**src/rtl/multicycle_control_fsm.sv**
```systemverilog
// Multi-cycle RV32I control sequencer: FETCH/DECODE/EXEC/MEM/WB over a shared
// ALU, unified memory port and register file, plus a retired-instruction counter.
module multicycle_control_fsm #(
    parameter logic [2:0] RESET_STATE = 3'd0,
    parameter int         INSTRET_W   = 32
) (
    input  logic                 clk,
    input  logic                 rst,
    input  logic [31:0]          inst,
    input  logic                 BrEq,
    input  logic                 BrLt,
    input  logic                 mem_ready,
    output logic                 mem_req,
    output logic                 IRWrite,
    output logic                 PCWrite,
    output logic                 PCSel,
    output logic                 RegWEn,
    output logic                 BrUn,
    output logic                 ASel,
    output logic                 BSel,
    output logic                 MemRW,
    output logic [1:0]           WBSel,
    output logic [2:0]           ImmSel,
    output logic [3:0]           ALUSel,
    output logic                 illegal,
    output logic [INSTRET_W-1:0] instret
);

    typedef enum logic [2:0] {
        FETCH  = 3'd0,
        DECODE = 3'd1,
        EXEC   = 3'd2,
        MEM    = 3'd3,
        WB     = 3'd4
    } state_t;

    typedef enum logic [3:0] {
        C_R, C_I, C_LOAD, C_S, C_B, C_JAL, C_JALR, C_LUI, C_AUIPC, C_BAD
    } iclass_t;

    localparam logic [3:0] ALU_ADD  = 4'd0;
    localparam logic [3:0] ALU_SUB  = 4'd1;
    localparam logic [3:0] ALU_SLL  = 4'd2;
    localparam logic [3:0] ALU_SLT  = 4'd3;
    localparam logic [3:0] ALU_SLTU = 4'd4;
    localparam logic [3:0] ALU_XOR  = 4'd5;
    localparam logic [3:0] ALU_SRL  = 4'd6;
    localparam logic [3:0] ALU_SRA  = 4'd7;
    localparam logic [3:0] ALU_OR   = 4'd8;
    localparam logic [3:0] ALU_AND  = 4'd9;
    localparam logic [3:0] ALU_PASSB = 4'd10;

    localparam logic [2:0] IMM_I = 3'd0;
    localparam logic [2:0] IMM_S = 3'd1;
    localparam logic [2:0] IMM_B = 3'd2;
    localparam logic [2:0] IMM_U = 3'd3;
    localparam logic [2:0] IMM_J = 3'd4;

    localparam logic [INSTRET_W-1:0] ONE = {{(INSTRET_W-1){1'b0}}, 1'b1};

    state_t      state, next_state;
    iclass_t     cls;
    logic        retire;
    logic        taken;
    logic [2:0]  funct3;
    logic [3:0]  alu_arith;
    logic        unused_inst_bits;

    assign funct3 = inst[14:12];
    assign unused_inst_bits = ^{inst[31], inst[29:15], inst[11:7], inst[1:0]};

    always_comb begin
        case (inst[6:2])
            5'b01100: cls = C_R;
            5'b00100: cls = C_I;
            5'b00000: cls = C_LOAD;
            5'b01000: cls = C_S;
            5'b11000: cls = C_B;
            5'b11011: cls = C_JAL;
            5'b11001: cls = C_JALR;
            5'b01101: cls = C_LUI;
            5'b00101: cls = C_AUIPC;
            default:  cls = C_BAD;
        endcase
    end

    // inst[30] selects SUB only for R-type; for shifts it selects SRA/SRAI in both
    always_comb begin
        case (funct3)
            3'b000:  alu_arith = (cls == C_R && inst[30]) ? ALU_SUB : ALU_ADD;
            3'b001:  alu_arith = ALU_SLL;
            3'b010:  alu_arith = ALU_SLT;
            3'b011:  alu_arith = ALU_SLTU;
            3'b100:  alu_arith = ALU_XOR;
            3'b101:  alu_arith = inst[30] ? ALU_SRA : ALU_SRL;
            3'b110:  alu_arith = ALU_OR;
            default: alu_arith = ALU_AND;
        endcase
    end

    // funct3[2] picks BrLt over BrEq, funct3[0] inverts (BNE/BGE/BGEU)
    assign taken = funct3[2] ? (BrLt ^ funct3[0]) : (BrEq ^ funct3[0]);

    always_comb begin
        mem_req    = 1'b0;
        IRWrite    = 1'b0;
        PCWrite    = 1'b0;
        PCSel      = 1'b0;
        RegWEn     = 1'b0;
        BrUn       = 1'b0;
        ASel       = 1'b0;
        BSel       = 1'b0;
        MemRW      = 1'b0;
        WBSel      = 2'd0;
        ImmSel     = IMM_I;
        ALUSel     = ALU_ADD;
        illegal    = 1'b0;
        retire     = 1'b0;
        next_state = state;

        if (!rst) begin
            // ALU/immediate selects stay stable from EXEC through MEM and WB
            if (state == EXEC || state == MEM || state == WB) begin
                case (cls)
                    C_R:     ALUSel = alu_arith;
                    C_I:     begin ALUSel = alu_arith; BSel = 1'b1; end
                    C_LOAD:  begin BSel = 1'b1; ImmSel = IMM_I; end
                    C_S:     begin BSel = 1'b1; ImmSel = IMM_S; end
                    C_B:     begin ASel = 1'b1; BSel = 1'b1; ImmSel = IMM_B; end
                    C_JAL:   begin ASel = 1'b1; BSel = 1'b1; ImmSel = IMM_J; end
                    C_JALR:  begin BSel = 1'b1; ImmSel = IMM_I; end
                    C_LUI:   begin BSel = 1'b1; ImmSel = IMM_U; ALUSel = ALU_PASSB; end
                    C_AUIPC: begin ASel = 1'b1; BSel = 1'b1; ImmSel = IMM_U; end
                    default: ;
                endcase
            end

            case (state)
                FETCH: begin
                    mem_req = 1'b1;
                    if (mem_ready) begin
                        IRWrite    = 1'b1;
                        next_state = DECODE;
                    end
                end
                DECODE: begin
                    if (cls == C_BAD) begin
                        illegal    = 1'b1;
                        PCWrite    = 1'b1;
                        retire     = 1'b1;
                        next_state = FETCH;
                    end else begin
                        next_state = EXEC;
                    end
                end
                EXEC: begin
                    case (cls)
                        C_B: begin
                            BrUn       = funct3[1];
                            PCWrite    = 1'b1;
                            PCSel      = taken;
                            retire     = 1'b1;
                            next_state = FETCH;
                        end
                        C_LOAD, C_S: next_state = MEM;
                        default:     next_state = WB;
                    endcase
                end
                MEM: begin
                    mem_req = 1'b1;
                    MemRW   = (cls == C_S);
                    if (mem_ready) begin
                        if (cls == C_S) begin
                            PCWrite    = 1'b1;
                            retire     = 1'b1;
                            next_state = FETCH;
                        end else begin
                            next_state = WB;
                        end
                    end
                end
                WB: begin
                    RegWEn     = 1'b1;
                    PCWrite    = 1'b1;
                    retire     = 1'b1;
                    next_state = FETCH;
                    if (cls == C_LOAD) begin
                        WBSel = 2'd0;
                    end else if (cls == C_JAL || cls == C_JALR) begin
                        WBSel = 2'd2;
                        PCSel = 1'b1;
                    end else begin
                        WBSel = 2'd1;
                    end
                end
                default: next_state = FETCH;
            endcase
        end
    end

    always_ff @(posedge clk) begin
        if (rst) begin
            state   <= state_t'(RESET_STATE);
            instret <= '0;
        end else begin
            state <= next_state;
            if (retire)
                instret <= instret + ONE;
        end
    end

endmodule

```
**config.mk**
```make
export PLATFORM = sky130hd
export DESIGN_NAME = multicycle_control_fsm
export DESIGN_NICKNAME = d
export VERILOG_FILES = /design/src/rtl/multicycle_control_fsm.sv
export SDC_FILE = /design/constraint.sdc
export NUM_CORES = 1
export LEC_CHECK = 0
export ABC_AREA = 1
export BUFFER_PORTS_ARGS = -buffer_cell sky130_fd_sc_hd__clkbuf_2
export CAP_MARGIN = 0
export CORE_ASPECT_RATIO = 0.75
export CORE_MARGIN = 2
export CORE_UTILIZATION = 53
export CTS_BUF_LIST = sky130_fd_sc_hd__clkbuf_4 sky130_fd_sc_hd__clkbuf_8 sky130_fd_sc_hd__clkbuf_16
export DETAILED_ROUTE_END_ITERATION = 8
export GPL_TIMING_DRIVEN = 0
export PLACE_DENSITY = 0.84
export SLEW_MARGIN = 5
export SYNTH_ARGS = -nofsm -noshare
export SYNTH_HDL_FRONTEND = slang
export SYNTH_SLANG_ARGS = --single-unit
```
**constraint.sdc**
```tcl
create_clock -name clk -period 5.4 [get_ports clk]
set_input_delay 1.08 -clock clk [delete_from_list [all_inputs] [get_ports clk]]
set_output_delay 1.08 -clock clk [all_outputs]
set_load 0.05 [all_outputs]
```
==> reports/metrics.cfg <==
[outcome]
status = finished, final reports clean

[synthesis]
syn_nets = 421
syn_area_per_cell_um2 = 6.06
yosysSeqAreaShare = 0.302
syn_area_um2 = 2320
yosys_warnings = 0
yosys.cell_types.count = 30
ys_ff_latch = 35
syn_inst = 383

[finish]
drive_above_1_share = 0.220
nets = 492
fin_util = 0.678
final_cell_mix = 95 x nand2_1, 69 x nor2_1, 64 x clkbuf_2
antenna_cells = 0
syn2layout_area_growth_pct = 20.6
final_common_cell = nand2_1

[global_routing]
antenna_found_initial = 0
grt_overflow = 0
grt_pass1_wl_mm = 9.74
grt_pass1_vias = 2242
grt_max_degree = 11
grtUsageTotal = 0.249

[timing]
maxSlewViolCount = 0
worst_slew_pin_slew_ns = 0.460
fin_setup_tns_ns = 0
rsz0062_at_grt = no
layout_min_cycle_time_ns = 3.91
fin_crit_sh = 0.725
fmax_mhz = 256
relSlewSlack = 0.693
finalHoldViolations = 0
setup_violations = 0
clock_skew_ns = 0.00824

[power]
p_leak_uw = 0.00138
clkPwrFrac = 0.342
swShare = 0.307
intPower_uw = 394
p_sw_uw = 175
pwr-share-comb = 0.195
p_seq_frac = 0.464
peakVddDrop_v = 0.000130
power.density_nw_per_um2 = 203

[clock_tree]
cts_resized = 0
cts_buffer_depth = 2
postCtsHoldBufs = 0
cts_tree = done
cts.reportedPaths.clkPinSlew_ns = 0.06
htreeDepth = 2
tritoncts.num_buffers = 5
clk_latency_ns = 0.28
postCtsSetupRepairBufs = 0
cts.sinks = 35
cts-root-buf = clkbuf_8

[hold_path]
hold_start = instret[31]
hold_depth = 2
holdPathEnd = instret[31]
min_path_type = reg -> reg

[critical_path]
reg2reg_from = instret[0]
crit_type = in -> out
r2r_slack_ns = 3.27
reg2reg_to = instret[30]
ff2ff_path_depth = 12
start_kind = input pin
critPathMaxFanout = 5
cp.arrival_ns = 2.83
endpoint_kind = output pin
cp_data_required_time_ns = 4.32

[drt]
viasPerCell = 5.33
drc = 0
wirelength_mm = 5.99
drt_pre_antenna_iters = 5
drt_iter0_markers = 181
via_count = 2719
wl_per_cell_um = 11.8
ant_nets = 0

[floorplan]
die_h_um = 61.3
die_area_um2 = 4930
io_pins = 88
core_um2 = 4130
num_rows = 20
initial_core_util = 0.562
dieWidth_um = 80.4

[placed_design]
place.detailed.hpwl_mm = 4.63
place_congestion = 0.927
numPortBuffers = 64

[job]
maxCapViolations = 0

## critical path, stage by stage
cell      delay [ns]
clkbuf_2        0.12
inv_1           0.08
nand2_1         0.06
nand4_1         0.12
nand2_1         0.14
nor2_2          0.23
inv_1           0.09
nor3_1          0.30
nand4_1         0.13
nand3_1         0.11
nand2_1         0.06
inv_1           0.05
clkbuf_2        0.26
## routing by layer
metal	up-vias	share of wire	wire length (um)	global-route usage
met3	10	0.061	363	0.0557
met2	88	0.44	2610	0.387
met5	-	0	0	0
met4	0	0.013	78	0.0605
met1	1232	0.49	2940	0.357
li1	1389	-	-	-
## worst max-delay path by stage
stage / startpoint / endpoint / depth (start not counted) / slack (ns)
6_report: inst[2] / ALUSel[0] / 13 / 1.49
5_1_grt: inst[2] / ALUSel[0] / 13 / 1.23
4_1_cts: inst[2] / ALUSel[0] / 13 / 1.56
3_5_place_dp: inst[2] / ALUSel[0] / 13 / 1.57
3_3_place_gp: inst[2] / ALUSel[0] / 13 / 1.59
2_1_floorplan: inst[2] / ALUSel[3] / 11 / 1.29
## power groups by stage
stage / combinational (uW) / sequential, uW / clock, uW
global placement: 108 / 270 / 0
finish: 111 / 264 / 195
detailed placement: 109 / 270 / 0
CTS: 110 / 264 / 196
floorplan: 78.0 / 273 / 0
global route: 122 / 264 / 205
## per-stage QoR
stage	power, uW	std cells	worst slack, ns	hold slack (ns)	area (um^2)
global route	592	510	1.23	0.561	2800
detailed placement	379	502	1.57	0.513	2710
CTS	570	510	1.56	0.531	2800
floorplan	351	383	1.29	0.561	2320
finish	569	510	1.49	0.528	2800
global placement	377	502	1.59	0.497	2710
## synthesized netlist by cell type
library cell | count | area share
a211oi_1 | 1 | 0.0032
a21oi_1 | 35 | 0.076
a31oi_1 | 2 | 0.0054
a32oi_1 | 1 | 0.0038
buf_4 | 2 | 0.0065
buf_6 | 4 | 0.019
clkbuf_1 | 4 | 0.0065
clkinv_1 | 1 | 0.0016
dfxtp_1 | 35 | 0.30
ha_1 | 1 | 0.0054
inv_1 | 40 | 0.065
inv_2 | 5 | 0.0081
mux2i_1 | 1 | 0.0043
nand2_1 | 95 | 0.15
nand2_2 | 1 | 0.0027
nand3_1 | 44 | 0.095
nand3_2 | 4 | 0.017
nand3_4 | 1 | 0.0076
nand3b_1 | 3 | 0.0097
nand4_1 | 7 | 0.019
nand4_2 | 1 | 0.0054
nor2_1 | 69 | 0.11
nor2_2 | 5 | 0.013
nor2_4 | 3 | 0.015
nor3_1 | 8 | 0.017
nor4_1 | 2 | 0.0054
o211ai_1 | 1 | 0.0032
o21ai_0 | 4 | 0.0086
or2_2 | 2 | 0.0054
xor2_1 | 1 | 0.0038
## flip-flops by register name (all words and copies together) (netlist names)
name     cells
instret     32
state        3
## cell families after synthesis
logic type,share of synthesized area
compound gates,0.0998
flops,0.302
buf+inv,0.107
mux,0.00432
simple gates,0.478
fa+ha+maj,0.00539
xor+xnor,0.00378
## final cells by class
class	instances	area (um^2)
plain buffers	10	75.1
fillers	375	1330
clock inverters	1	5.00
inverters	46	173
clock buffers	7	83.8
multi-input cells	292	1370
well taps	55	68.8
repair buffers	64	320
flip-flops and latches	35	701
No activity file was read; power rests on OpenSTA's default activity.
